==> src/rtl/noc_eject_deserializer_pkg.sv <==
// noc_eject_deserializer_pkg: shared types and sizing helper for the NoC eject path
package noc_eject_deserializer_pkg;
  typedef struct packed {
    logic overflow;
    logic frag;
  } err_t;
  function automatic int log2c(input int n);
    int r = 1;
    while ((1 << r) < n) r++;
    return r;
  endfunction
endpackage

==> src/rtl/noc_eject_deserializer_if.sv <==
// noc_eject_deserializer_if: credit-flow flit link and AXI-Stream beat bundles
interface noc_eject_link_if #(parameter int FLIT_WIDTH = 64, parameter int DEST_WIDTH = 6);
  logic [FLIT_WIDTH-1:0] data;
  logic [DEST_WIDTH-1:0] dest;
  logic is_tail;
  logic send;
  logic credit;
  modport master (output data, dest, is_tail, send, input credit);
  modport slave (input data, dest, is_tail, send, output credit);
endinterface

interface noc_eject_axis_if #(parameter int TDATA_WIDTH = 64, parameter int TID_WIDTH = 2,
                              parameter int TDEST_WIDTH = 4);
  logic tvalid;
  logic tready;
  logic [TDATA_WIDTH-1:0] tdata;
  logic tlast;
  logic [TID_WIDTH-1:0] tid;
  logic [TDEST_WIDTH-1:0] tdest;
  modport master (output tvalid, tdata, tlast, tid, tdest, input tready);
  modport slave (input tvalid, tdata, tlast, tid, tdest, output tready);
endinterface

==> src/rtl/noc_eject_deserializer_fifo.sv <==
// noc_flit_fifo: synchronous circular flit buffer with occupancy count
module noc_flit_fifo import noc_eject_deserializer_pkg::*; #(
  parameter int W = 8,
  parameter int DEPTH = 2
) (
  input  logic         clk,
  input  logic         rst,
  input  logic         i_push,
  input  logic         i_pop,
  input  logic [W-1:0] i_wdata,
  output logic [W-1:0] o_rdata,
  output logic         o_full,
  output logic         o_empty
);
  localparam int AW = log2c(DEPTH);
  localparam int CW = log2c(DEPTH + 1);
  logic [W-1:0] r_mem [DEPTH];
  logic [AW-1:0] r_wp, r_rp;
  logic [CW-1:0] r_cnt;
  assign o_full = r_cnt == CW'(DEPTH);
  assign o_empty = r_cnt == '0;
  assign o_rdata = r_mem[r_rp];
  always_ff @(posedge clk or posedge rst)
    if (rst) begin
      r_wp <= '0;
      r_rp <= '0;
      r_cnt <= '0;
    end else begin
      if (i_push) r_wp <= (r_wp == AW'(DEPTH - 1)) ? '0 : r_wp + 1'b1;
      if (i_pop) r_rp <= (r_rp == AW'(DEPTH - 1)) ? '0 : r_rp + 1'b1;
      r_cnt <= r_cnt + CW'(i_push) - CW'(i_pop);
    end
  always_ff @(posedge clk)
    if (i_push) r_mem[r_wp] <= i_wdata;
endmodule

==> src/rtl/noc_eject_deserializer.sv <==
// noc_eject_deserializer: buffers credit-flow flits and regroups them into AXI-Stream beats
module noc_eject_deserializer import noc_eject_deserializer_pkg::*; #(
  parameter int TDATA_WIDTH = 64,
  parameter int TID_WIDTH = 2,
  parameter int TDEST_WIDTH = 4,
  parameter int SERIALIZATION_FACTOR = 1,
  parameter int FLIT_WIDTH = TDATA_WIDTH / SERIALIZATION_FACTOR,
  parameter int DEST_WIDTH = TDEST_WIDTH + TID_WIDTH,
  parameter int BUFFER_DEPTH = 2
) (
  input  logic clk_noc,
  input  logic rst_noc,
  noc_eject_link_if.slave link,
  noc_eject_axis_if.master axis_out,
  output logic err_overflow,
  output logic err_frag
);
  localparam int SF = SERIALIZATION_FACTOR;
  localparam int IW = log2c(SF);
  typedef struct packed {
    logic [FLIT_WIDTH-1:0] data;
    logic [DEST_WIDTH-1:0] dest;
    logic is_tail;
  } flit_t;
  if (TDATA_WIDTH != FLIT_WIDTH * SERIALIZATION_FACTOR) begin : g_bad_width
    $error("TDATA_WIDTH must equal FLIT_WIDTH*SERIALIZATION_FACTOR");
  end
  flit_t w_wflit, w_rflit;
  logic w_full, w_empty, w_push, w_pop, w_last, w_out_free;
  logic [TDATA_WIDTH-1:0] w_beat;
  logic [DEST_WIDTH-1:0] w_dest;
  logic [IW-1:0] r_idx;
  logic [TDATA_WIDTH-1:0] r_asm;
  logic [DEST_WIDTH-1:0] r_dest;
  logic r_credit, r_tvalid, r_tlast;
  logic [TDATA_WIDTH-1:0] r_tdata;
  logic [TID_WIDTH-1:0] r_tid;
  logic [TDEST_WIDTH-1:0] r_tdest;
  err_t r_err;
  assign w_wflit = '{data: link.data, dest: link.dest, is_tail: link.is_tail};
  assign w_last = r_idx == IW'(SF - 1);
  assign w_out_free = !r_tvalid || axis_out.tready;
  assign w_pop = !w_empty && (!w_last || w_out_free);
  // a pop in the same cycle frees the slot, so a push into a full FIFO is still safe
  assign w_push = link.send && (!w_full || w_pop);
  assign w_dest = (r_idx == '0) ? w_rflit.dest : r_dest;
  always_comb begin
    w_beat = r_asm;
    w_beat[(SF-1)*FLIT_WIDTH +: FLIT_WIDTH] = w_rflit.data;
  end
  noc_flit_fifo #(.W($bits(flit_t)), .DEPTH(BUFFER_DEPTH)) u_fifo (
    .clk(clk_noc), .rst(rst_noc), .i_push(w_push), .i_pop(w_pop),
    .i_wdata(w_wflit), .o_rdata(w_rflit), .o_full(w_full), .o_empty(w_empty)
  );
  always_ff @(posedge clk_noc or posedge rst_noc)
    if (rst_noc) begin
      r_idx <= '0;
      r_asm <= '0;
      r_dest <= '0;
      r_credit <= 1'b0;
      r_tvalid <= 1'b0;
      r_tdata <= '0;
      r_tlast <= 1'b0;
      r_tid <= '0;
      r_tdest <= '0;
      r_err <= '0;
    end else begin
      r_credit <= w_pop;
      r_err.overflow <= r_err.overflow | (link.send && w_full && !w_pop);
      r_err.frag <= r_err.frag | (w_pop && !w_last && w_rflit.is_tail);
      if (w_pop) begin
        r_idx <= w_last ? '0 : r_idx + 1'b1;
        if (r_idx == '0) r_dest <= w_rflit.dest;
        if (!w_last) r_asm[r_idx*FLIT_WIDTH +: FLIT_WIDTH] <= w_rflit.data;
      end
      if (w_pop && w_last) begin
        r_tvalid <= 1'b1;
        r_tdata <= w_beat;
        r_tlast <= w_rflit.is_tail;
        r_tid <= w_dest[DEST_WIDTH-1:TDEST_WIDTH];
        r_tdest <= w_dest[TDEST_WIDTH-1:0];
      end else if (axis_out.tready) r_tvalid <= 1'b0;
    end
  assign link.credit = r_credit;
  assign axis_out.tvalid = r_tvalid;
  assign axis_out.tdata = r_tdata;
  assign axis_out.tlast = r_tlast;
  assign axis_out.tid = r_tid;
  assign axis_out.tdest = r_tdest;
  assign err_overflow = r_err.overflow;
  assign err_frag = r_err.frag;
endmodule

==> src/flat_wrapper.sv <==
// flat-port wrapper written by rule: the top's interface ports become plain ports
module noc_eject_deserializer_flat import noc_eject_deserializer_pkg::*;
#(
  parameter int TDATA_WIDTH = 64,
  parameter int TID_WIDTH = 2,
  parameter int TDEST_WIDTH = 4,
  parameter int SERIALIZATION_FACTOR = 1,
  parameter int FLIT_WIDTH = TDATA_WIDTH / SERIALIZATION_FACTOR,
  parameter int DEST_WIDTH = TDEST_WIDTH + TID_WIDTH,
  parameter int BUFFER_DEPTH = 2
)
  (clk_noc, rst_noc, err_overflow, err_frag, link_data, link_dest, link_is_tail, link_send, link_credit, axis_out_tvalid, axis_out_tdata, axis_out_tlast, axis_out_tid, axis_out_tdest, axis_out_tready);
  noc_eject_link_if #(.FLIT_WIDTH(FLIT_WIDTH), .DEST_WIDTH(DEST_WIDTH)) link_i ();
  noc_eject_axis_if #(.TDATA_WIDTH(TDATA_WIDTH), .TID_WIDTH(TID_WIDTH), .TDEST_WIDTH(TDEST_WIDTH)) axis_out_i ();
  input  logic clk_noc;
  input  logic rst_noc;
  output logic err_overflow;
  output logic err_frag;
  input wire logic [$bits(link_i.data)-1:0] link_data;
  input wire logic [$bits(link_i.dest)-1:0] link_dest;
  input wire logic [$bits(link_i.is_tail)-1:0] link_is_tail;
  input wire logic [$bits(link_i.send)-1:0] link_send;
  output wire logic [$bits(link_i.credit)-1:0] link_credit;
  output wire logic [$bits(axis_out_i.tvalid)-1:0] axis_out_tvalid;
  output wire logic [$bits(axis_out_i.tdata)-1:0] axis_out_tdata;
  output wire logic [$bits(axis_out_i.tlast)-1:0] axis_out_tlast;
  output wire logic [$bits(axis_out_i.tid)-1:0] axis_out_tid;
  output wire logic [$bits(axis_out_i.tdest)-1:0] axis_out_tdest;
  input wire logic [$bits(axis_out_i.tready)-1:0] axis_out_tready;
  assign link_i.data = link_data;
  assign link_i.dest = link_dest;
  assign link_i.is_tail = link_is_tail;
  assign link_i.send = link_send;
  assign link_credit = link_i.credit;
  assign axis_out_tvalid = axis_out_i.tvalid;
  assign axis_out_tdata = axis_out_i.tdata;
  assign axis_out_tlast = axis_out_i.tlast;
  assign axis_out_tid = axis_out_i.tid;
  assign axis_out_tdest = axis_out_i.tdest;
  assign axis_out_i.tready = axis_out_tready;
  noc_eject_deserializer #(.TDATA_WIDTH(TDATA_WIDTH), .TID_WIDTH(TID_WIDTH), .TDEST_WIDTH(TDEST_WIDTH), .SERIALIZATION_FACTOR(SERIALIZATION_FACTOR), .FLIT_WIDTH(FLIT_WIDTH), .DEST_WIDTH(DEST_WIDTH), .BUFFER_DEPTH(BUFFER_DEPTH)) u_core (.clk_noc(clk_noc), .rst_noc(rst_noc), .link(link_i), .axis_out(axis_out_i), .err_overflow(err_overflow), .err_frag(err_frag));
endmodule
==> config.mk <==
export PLATFORM = sky130hd
export DESIGN_NAME = noc_eject_deserializer_flat
export DESIGN_NICKNAME = d
export VERILOG_FILES = /design/src/rtl/noc_eject_deserializer_pkg.sv /design/src/rtl/noc_eject_deserializer_if.sv /design/src/rtl/noc_eject_deserializer_fifo.sv /design/src/rtl/noc_eject_deserializer.sv /design/src/flat_wrapper.sv
export SDC_FILE = /design/constraint.sdc
export NUM_CORES = 1
export LEC_CHECK = 0
export ABC_AREA = 1
export CAP_MARGIN = 10
export CORE_ASPECT_RATIO = 1.75
export CORE_MARGIN = 2
export CORE_UTILIZATION = 25
export DETAILED_ROUTE_END_ITERATION = 10
export GPL_ROUTABILITY_DRIVEN = 0
export PLACE_DENSITY_LB_ADDON = 0.25
export REMOVE_ABC_BUFFERS = 1
export SYNTH_ARGS = -nofsm -noshare
export SYNTH_HDL_FRONTEND = slang
export SYNTH_HIERARCHICAL = 1
export SYNTH_SLANG_ARGS = --single-unit
==> constraint.sdc <==
create_clock -name clk_noc -period 4.5 [get_ports clk_noc]
set_input_delay 1.125 -clock clk_noc [delete_from_list [all_inputs] [get_ports clk_noc]]
set_output_delay 1.125 -clock clk_noc [all_outputs]
set_load 0.005 [all_outputs]
# == After elaboration in Yosys (flattened, before gate mapping) ==
# Memories as Yosys holds them, arrays and structs flattened.
# Index checks and enable logic that the tools add are counted.
# totals
reg_bits,86
ramBits,142
inputBits,75
output_inout_bits,75
word_cells,47
memories,1
# classes
add_sub_neg,5
n_eq_ne,1
muxes,8
n_bitwise,3
reduce_logical,16
# memory_table
name,words,width,rd,rd_clocked_by_memory_dff,write_ports,line,rtl
u_core.u_fifo.r_mem,2,71,1,0,1,noc_eject_deserializer_fifo.sv:17,logic [W-1:0] r_mem [DEPTH];
# op_table
operator,count
logical AND 1 bit,7
2-to-1 mux 1 bit,7
2-to-1 mux 6 bit,1
logical NOT 1 bit,4
adder 1 bit (second input constant),3
logical OR 1 bit,3
adder 2 x 1 -> 2 bit,1
== test 2 bit (second input constant),1
logical NOT 2 bit,1
OR 1 bit,2
nonzero test 2 bit,1
subtractor 2 x 1 -> 2 bit,1
inverter 1 bit,1

# == Logic depth before layout (Yosys ltp) ==
# Gate-level depths: netlist of the first run.
# depth
ltp_word,8
depth_mapped,11
ltp_nobuf,10

# == Cells and area by module ==
# Netlist of the first run, hierarchy kept.
# modules_own_cells
module,instances,cells_each,area_each_um2,seq_area_each_um2
noc_flit_fifo,1,397,5570.3,4364.2
noc_eject_deserializer,1,325,2927.8,1851.8

# == Worst setup path before layout of the first run ==
# No wires, ideal clock.
# synth_timing
path_type,input to register
start,input axis_out_tready
end,"memory u_core/u_fifo/r_mem[0][0] (netlist bit), enable pin"
setup_ps,500
t_arrival_ps,4780
required_ps,4000
slack_ps,-780
path_stages,7
n_path_buf,1
cell_sequence,inv_1 nand2_4 nand2_1 buf_2 a21oi_1 inv_1 nor2_1
# synth_via
elab_chain_len,7
# synth_lines
element,line,rtl
"start, declared",flat_wrapper.sv:29,input wire logic [$bits(axis_out_i.tready)-1:0] axis_out_tready;
logical OR 1 bit,noc_eject_deserializer.sv:42,assign w_out_free = !r_tvalid || axis_out.tready;
logical OR 1 bit,noc_eject_deserializer.sv:43,assign w_pop = !w_empty && (!w_last || w_out_free);
logical AND 1 bit,noc_eject_deserializer.sv:43,
logical OR 1 bit,noc_eject_deserializer.sv:45,assign w_push = link.send && (!w_full || w_pop);
logical AND 1 bit,noc_eject_deserializer.sv:45,
named net u_core.w_push,noc_eject_deserializer.sv:29,"logic w_full, w_empty, w_push, w_pop, w_last, w_out_free;"
2-to-1 mux 1 bit,noc_eject_deserializer_fifo.sv:34,if (i_push) r_mem[r_wp] <= i_wdata;
2-to-1 mux 1 bit (not written as such),noc_eject_deserializer_fifo.sv:34,
"end, declared",noc_eject_deserializer_fifo.sv:17,
# The timed path passes the listed nets, and every way through them passes these cells.

# == Worst setup path in the final report of the first run ==
# layout_timing
start,input axis_out_tready
end,register u_core.u_fifo.r_cnt[1]
# layout_via
elab_chain_len,7
# layout_lines
element,line,rtl
logical OR 1 bit *,noc_eject_deserializer.sv:42,
logical OR 1 bit *,noc_eject_deserializer.sv:43,
logical AND 1 bit *,noc_eject_deserializer.sv:43,
named net u_core.w_pop,noc_eject_deserializer.sv:29,
logical OR 1 bit,noc_eject_deserializer.sv:45,
logical AND 1 bit,noc_eject_deserializer.sv:45,
adder 2 x 1 -> 2 bit,noc_eject_deserializer_fifo.sv:31,r_cnt <= r_cnt + CW'(i_push) - CW'(i_pop);
subtractor 2 x 1 -> 2 bit *,noc_eject_deserializer_fifo.sv:31,
"end signal, assigned",noc_eject_deserializer_fifo.sv:31,
"end, declared",noc_eject_deserializer_fifo.sv:19,logic [CW-1:0] r_cnt;
# Mark *: on every way through the listed nets, which the timed path passes. The rest lies on a longest branch.
# A chain may end at the register's enable or synchronous reset.

==> impl_metrics.yaml, run 1 <==
detailed_routing:
  routed.top_layer: "met4"
  wl_met1_mm: 7.65
  wl_met2_mm: 10.8
  drc: 0
  drtAntennaViolNets: 0
  num_vias: 5284
  drt_iter0_markers: 203
  firstDrtPassIters: 4
  routedWlPerCell_um: 14.8
  wirelength_mm: 19.7
  avgViaCountPerCell: 3.96
  dr_wl_met3_um: 679
logic_synthesis:
  synth_area_um2: 8500
  syn_area_per_cell_um2: 11.8
  syn_inst: 722
  yosysUniqueCellTypes: 21
  synth-seq-cells: 220
  yosysSeqAreaShare: 0.731
  yosys_warnings: 6
cts:
  numCtsBuffers: 23
  cts-root-buf: "clkbuf_16"
  cts.sinks: 220
  clkTransAtPathRegs_ns: 0.06
  cts_tree: "built"
  clkLatencyLatePin_ns: 0.51
  post_cts_buffers: 0
  post_cts_resized: 0
  cts_hold_buf: 0
  cts_htree_levels: 1
  clk_path_buf_depth: 3
worst_setup_path:
  worstSetupEndpointType: "register"
  crit_path_max_fanout: 73
  worstPathRequired_ns: 4.90
  path_class: "input pin to register"
  critPathLaunchType: "input pin"
  cp_data_arrival_time_ns: 3.31
global_route:
  grt_use_total: 0.113
  gr-total-overflow: 0
  grt_pass1_wl_mm: 30.3
  grt_max_degree: 111
  antenna_found_initial: 1
  grt_pass1_vias: 5382
sta:
  hold_viol_final: 0
  fmax_mhz: 343
  min_period_over_period: 0.647
  setup_viol_count_final: 0
  rsz0062_at_grt: "no"
  period_minus_slack_ns: 2.91
  timing.slew.headroom: 0.283
  clock_skew_ns: 0.0126
  worst_pin_slew_ns: 1.08
  tns_ns: 0
  timing.final.max_slew_violations: 0
layout:
  areaGrowthSynthToFinish_pct: 30.4
  final.fill_count: 3489
  nets: 939
  finalInstanceArea_um2: 11100
  multi_input_area_um2: 1650
  drive_gt1_frac: 0.0547
  register_area_um2: 6220
floorplanning:
  io_pins: 150
  core_um2: 33600
  dieArea_um2: 35500
  die_w_um: 143
  die_height_um: 248
  num_rows: 89
  start_util: 0.253
place:
  io_buffers: 148
  placed_area_um2: 10300
  dp_hpwl_mm: 11.6
run:
  drv_cap: 0
power:
  peakVddDrop_v: 0.000300
  leakagePower_nw: 4.64
  powerDensity_nw_per_um2: 662
min_path:
  min_path_type: "register to register"
status:
  status: "finished clean"
## cell families after synthesis
family,synth area share
xor gates and xnor gates,0.00206
buffers and inverters,0.0758
DFF,0.731
adders and majority gates,0.00294
and+or+nand+nor,0.144
other,0.000441
AOI/OAI and AO/OA,0.0433
## critical path: stages
cell and delay, ns:
clkdlybuf4s50_1 0.40, inv_1 0.09, nand2_4 0.06, nand2_4 0.05, buf_4 0.68, inv_1 0.22, ha_1 0.34, inv_1 0.04
ha_1 0.18, nand3_1 0.08, nand2_1 0.05
## power by group
group / leakage, nW / internal (mW) / switching, mW
Sequential: 2.29 / 2.85 / 0.406
Clock: 0.369 / 1.15 / 0.764
Combinational: 1.99 / 1.00 / 1.17
## stage by stage
| step | instances | setup WS (ns) | hold slack, ns | util | total power [mW] |
|---|---|---|---|---|---|
| CTS | 1333 | 1.54 | 0.469 | 0.329 | 7.52 |
| detailed placement | 1292 | 0.993 | 0.453 | 0.307 | 5.56 |
| floorplan | 683 | -2.26 | 0.457 | - | 4.31 |
| global placement | 1292 | 1.02 | 0.449 | 0.307 | 5.52 |
| global route | 1334 | 1.36 | 0.487 | 0.329 | 7.89 |
| finish | 1334 | 1.59 | 0.460 | 0.329 | 7.34 |
## synthesized netlist by cell type
cell type,number,share of area
a21oi_1,1,0.00059
buf_12,8,0.019
buf_2,5,0.0029
buf_4,8,0.0071
buf_6,1,0.0013
clkbuf_1,16,0.0071
clkbuf_2,1,0.00059
conb_1,1,0.00044
dfrtp_1,78,0.23
edfxtp_1,142,0.50
ha_1,2,0.0029
inv_1,85,0.038
inv_2,1,0.00044
nand2_1,224,0.099
nand2_4,1,0.0013
nand3_1,72,0.042
nor2_1,3,0.0013
o21ai_0,52,0.031
o21ai_1,17,0.010
o21ai_2,2,0.0021
xor2_1,2,0.0021
## final cells by class
class | instances | area share
Sequential cell | 220 | 0.561
Multi-Input combinational cell | 377 | 0.149
Timing Repair Buffer | 154 | 0.140
Clock buffer | 30 | 0.0561
Tap cell | 455 | 0.0514
Inverter | 86 | 0.0295
Clock inverter | 11 | 0.0122
Antenna cell | 1 | 0.000226
## placed cells by master (no fill, tap or decap), drive strengths merged
cell type	n
clkinv	7
ha	2
o21ai	71
clkinvlp	1
inv	86
buf	6
edfxtp	142
clkbuf	30
diode	1
nor2	3
nand3	72
a21oi	1
nand2	225
xor2	2
clkdlybuf4s50	148
dfrtp	78
conb	1
bufinv	3
## metal layers
| layer | track usage | up-vias |
|---|---|---|
| met5 | 0 | - |
| met1 | 0.126 | 2506 |
| met2 | 0.212 | 101 |
| met4 | 0.0467 | 0 |
| met3 | 0.0149 | 31 |
| li1 | - | 2646 |
## worst paths after layout
check                                                 startpoint  cells after the start                                    end  slack (ns)
worst max-delay path                             axis_out_tready                     11       u_core/u_fifo/r_cnt[1]$_DFF_PP0_        1.59
worst min-delay path               u_core/err_overflow$_DFF_PP0_                      2          u_core/err_overflow$_DFF_PP0_        0.46
worst max register to register  u_core/u_fifo/r_cnt[1]$_DFF_PP0_                     10       u_core/u_fifo/r_cnt[1]$_DFF_PP0_        2.10
worst min register to register     u_core/err_overflow$_DFF_PP0_                      2          u_core/err_overflow$_DFF_PP0_        0.46
max in group asynchronous                                rst_noc                      2  u_core/axis_out.tdata[27]$_DFFE_PP0P_        2.55
min in group asynchronous                                rst_noc                      2         u_core/u_fifo/r_rp$_DFFE_PP0P_        0.90
## sequential cells by signal, summed over array words and instances (netlist names)
signal and cells:
u_core/axis_out.tdata 64, u_core/axis_out.tdest 3, u_core/axis_out.tid 1, u_core/axis_out.tlast 1, u_core/axis_out.tvalid 1, u_core/err_overflow 1
u_core/link.credit 1, u_core/r_dest 2, u_core/u_fifo/r_cnt 2, u_core/u_fifo/r_mem 142, u_core/u_fifo/r_rp 1, u_core/u_fifo/r_wp 1
No activity file was read; power rests on OpenSTA's default activity.
==> inputs of run 2 (changes only) <==
Clock period 4.5 ns to 2.8 ns, I/O delays scaled along.
==> impl_metrics.yaml, run 2 (synthesized netlist as in run 1, its figures left out) <==
layout:
  fin_cells: 1336
  top_register: "u_core/u_fifo/r_mem"
  final_cell_mix: "223 x nand2_1, 148 x clkdlybuf4s50_1, 142 x edfxtp_1"
  final_common_cell: "nand2_1"
  areaGrowthSynthToFinish_pct: 30.4
  final.fill_count: 3478
  drive_gt1_frac: 0.0568
  insertedDiodeCount: 0
  finalInstanceArea_um2: 11100
  post-route-util: 0.330
  largest_reg_flops: 142
  nets: 943
detailed_routing:
  drc: 0
  firstDrtPassIters: 4
  drtAntennaViolNets: 0
  avgViaCountPerCell: 3.99
  num_vias: 5332
  wirelength_mm: 20.3
  routedWlPerCell_um: 15.2
  drt_iter0_markers: 178
min_path:
  min_path_type: "register to register"
floorplanning:
  start_util: 0.253
  die_height_um: 248
  die_w_um: 143
  dieArea_um2: 35500
  io_pins: 150
  core_um2: 33600
  num_rows: 89
cts:
  numCtsBuffers: 22
  cts.sinks: 220
  post_cts_resized: 0
  cts_hold_buf: 0
  cts_htree_levels: 1
  clkTransAtPathRegs_ns: 0.06
  clk_path_buf_depth: 3
  post_cts_buffers: 0
  cts-root-buf: "clkbuf_16"
  clkLatencyLatePin_ns: 0.51
  cts_tree: "built"
global_route:
  grt_use_total: 0.116
  antenna_found_initial: 0
  gr-total-overflow: 0
  grt_pass1_vias: 5467
  grt_pass1_wl_mm: 31.1
  grt_max_degree: 77
sta:
  worst_pin_slew_ns: 0.957
  rsz0062_at_grt: "no"
  min_period_over_period: 0.774
  setup_slack_ns: 0.634
  timing.hold.ws_ns: 0.461
  period_minus_slack_ns: 2.17
  fmax_mhz: 462
  hold_viol_final: 0
  clock_skew_ns: 0.0141
  timing.slew.headroom: 0.362
  tns_ns: 0
  setup_viol_count_final: 0
  timing.final.max_slew_violations: 0
place:
  placed_area_um2: 10400
  pre_cts_ws_ns: 0.220
  dp_cells: 1297
  dp_hpwl_mm: 11.9
  io_buffers: 148
worst_setup_path:
  path_cells: "clkdlybuf4s50_1"
  crit_buf_inv: 1
  cp_data_arrival_time_ns: 1.47
  crit_path_max_fanout: 2
  critPathLaunchType: "register"
  slowest_stage: "clkdlybuf4s50_1"
  cp_top_family: "buffers and inverters"
  path_class: "register to output pin"
  worstPathRequired_ns: 2.10
  slowest_delay_ns: 0.53
  worstSetupEndpointType: "output pin"
power:
  power_mw: 11.6
  peakVddDrop_v: 0.000496
  powerDensity_nw_per_um2: 1050
  leakagePower_nw: 4.65
run:
  drv_cap: 0
status:
  status: "finished clean"
-- run 2: worst paths after layout --
| path | slack, ns | depth (start not counted) | startpoint | end |
|---|---|---|---|---|
| min in group asynchronous | 0.47 | 2 | rst_noc | u_core/u_fifo/r_rp$_DFFE_PP0P_ |
| min reg2reg | 0.46 | 2 | u_core/err_overflow$_DFF_PP0_ | u_core/err_overflow$_DFF_PP0_ |
| max in group asynchronous | 1.64 | 3 | rst_noc | u_core/axis_out.tdata[54]$_DFFE_PP0P_ |
| max reg2reg | 0.87 | 11 | u_core/u_fifo/r_cnt[0]$_DFF_PP0_ | u_core/u_fifo/r_cnt[1]$_DFF_PP0_ |
| min | 0.46 | 2 | u_core/err_overflow$_DFF_PP0_ | u_core/err_overflow$_DFF_PP0_ |
| max | 0.63 | 1 | u_core/axis_out.tdata[34]$_DFFE_PP0P_ | axis_out_tdata[34] |
-- run 2: final cells by class --
type / count / area (um2) / share of cell area
sequential: 220 / 6220 / 0.561
multi-input combinational: 377 / 1650 / 0.149
timing repair buffer: 159 / 1650 / 0.149
clock buffer: 32 / 629 / 0.0568
tap: 455 / 569 / 0.0514
inverter: 86 / 327 / 0.0295
clock inverter: 7 / 32.5 / 0.00294
-- run 2: metal layers --
metal / part of all wire / vias up / GRT usage
li1: - / 2650 / -
met1: 0.40 / 2538 / 0.135
met2: 0.53 / 112 / 0.209
met3: 0.034 / 32 / 0.0152
met4: 0.037 / 0 / 0.0545
met5: 0 / - / 0
-- run 2: where the power goes --
group	leakage, nW	internal [mW]	switching (mW)
Sequential	2.29	4.58	0.570
Clock	0.329	1.55	1.20
Combinational	2.03	1.68	2.01
==> inputs of run 3 (changes only) <==
Clock period 2.8 ns to 2 ns, I/O delays scaled along.
==> impl_metrics.yaml, run 3 (synthesized netlist as in run 1, its figures left out) <==
detailed_routing:
  num_vias: 5387
  firstDrtPassIters: 6
  avgViaCountPerCell: 4.00
  routedWlPerCell_um: 15.1
  drtAntennaViolNets: 0
  wirelength_mm: 20.4
  drc: 0
  drt_iter0_markers: 206
worst_setup_path:
  critPathLaunchType: "register"
  cp_top_family: "buffers and inverters"
  path_class: "register to output pin"
  worstSetupEndpointType: "output pin"
  path_cells: "clkdlybuf4s50_1"
  r2r.worst_path.cells: 11
  slowest_stage: "clkdlybuf4s50_1"
  rrSetupSlack_ns: 0.20
  worstPathRequired_ns: 1.50
  worst_r2r_endpoint: "u_core/u_fifo/r_cnt[1]$_DFF_PP0_"
  cp_data_arrival_time_ns: 1.45
  crit_path_max_fanout: 2
  reg2reg_from: "u_core/u_fifo/r_cnt[1]$_DFF_PP0_"
  slowest_delay_ns: 0.53
  crit_start: "u_core/axis_out.tdata[9]$_DFFE_PP0P_"
  crit_buf_inv: 1
layout:
  areaGrowthSynthToFinish_pct: 32.3
  drive_gt1_frac: 0.0694
  final.fill_count: 3424
  post-route-util: 0.334
  largest_reg_flops: 142
  final_common_cell: "nand2_1"
  top_register: "u_core/u_fifo/r_mem"
  final_cell_mix: "223 x nand2_1, 147 x clkdlybuf4s50_1, 142 x edfxtp_1"
  nets: 955
  insertedDiodeCount: 0
status:
  status: "finished clean"
floorplanning:
  num_rows: 89
  die_height_um: 248
  core_um2: 33600
  io_pins: 150
  dieArea_um2: 35500
  die_w_um: 143
  start_util: 0.253
cts:
  post_cts_buffers: 0
  clkLatencyLatePin_ns: 0.51
  cts_hold_buf: 0
  cts_tree: "built"
  cts_htree_levels: 1
  cts.sinks: 220
  clk_path_buf_depth: 3
  clkTransAtPathRegs_ns: 0.06
  numCtsBuffers: 23
  cts-root-buf: "clkbuf_16"
  post_cts_resized: 0
sta:
  hold_viol_final: 0
  setup_viol_count_final: 0
  rsz0062_at_grt: "no"
  period_minus_slack_ns: 1.95
  min_period_over_period: 0.974
  timing.hold.ws_ns: 0.290
  fmax_mhz: 513
  timing.final.max_slew_violations: 0
  clock_skew_ns: 0.0138
  setup_slack_ns: 0.0520
min_path:
  min_path_type: "input pin to asynchronous set/reset pin"
place:
  dp_hpwl_mm: 12.6
  io_buffers: 148
  pre_cts_ws_ns: -0.338
global_route:
  antenna_found_initial: 0
  grt_max_degree: 72
  grt_use_total: 0.117
  gr-total-overflow: 0
  grt_pass1_wl_mm: 31.4
  grt_pass1_vias: 5601
power:
  leakagePower_nw: 4.73
  peakVddDrop_v: 0.000818
  powerDensity_nw_per_um2: 1470
run:
  drv_cap: 0
run 3: how the worst max path moves through the flow:
stage / end / slack [ns] / depth (start not counted)
after floorplan: u_core/u_fifo/r_mem[0][0]$_DFFE_PP_ / -4.29 / 6
after global placement: u_core/u_fifo/r_cnt[1]$_DFF_PP0_ / -0.33 / 12
after detailed placement: u_core/u_fifo/r_cnt[1]$_DFF_PP0_ / -0.34 / 12
after CTS: axis_out_tdata[37] / 0.01 / 1
after global routing: axis_out_tdata[9] / 0.003 / 1
final: axis_out_tdata[9] / 0.05 / 1
run 3: final cells by class:
class | count | area (um2) | area share
tap | 455 | 569 | 0.0506
sequential | 220 | 6220 | 0.553
timing repair buffer | 170 | 1810 | 0.161
clock buffer | 32 | 619 | 0.0551
inverter | 86 | 327 | 0.0290
clock inverter | 8 | 50.0 | 0.00445
multi-input combinational | 377 | 1650 | 0.147
run 3: through the flow:
step / power (mW) / TNS [ns] / cells / area [um2]
floorplan: 9.68 / -584.23 / 683 / 8180
global placement: 12.8 / -27.90 / 1308 / 10600
detailed placement: 12.9 / -34.02 / 1308 / 10600
CTS: 16.8 / 0 / 1348 / 11200
global route: 17.8 / 0 / 1348 / 11200
finish: 16.5 / 0 / 1348 / 11200
run 3: report_power, final:
| group | internal (mW) | switching, mW | total [mW] |
|---|---|---|---|
| registers | 6.41 | 0.702 | 7.11 |
| logic | 2.53 | 2.99 | 5.52 |
| clock network | 2.17 | 1.70 | 3.87 |
run 3: routing by layer:
| metal | up-vias | GRT usage | share of wire | routed length [um] |
|---|---|---|---|---|
| met3 | 39 | 0.0181 | 0.040 | 811 |
| met5 | - | 0 | 0 | 0 |
| li1 | 2670 | - | - | - |
| met4 | 0 | 0.0559 | 0.038 | 782 |
| met1 | 2572 | 0.128 | 0.38 | 7850 |
| met2 | 106 | 0.218 | 0.54 | 11000 |
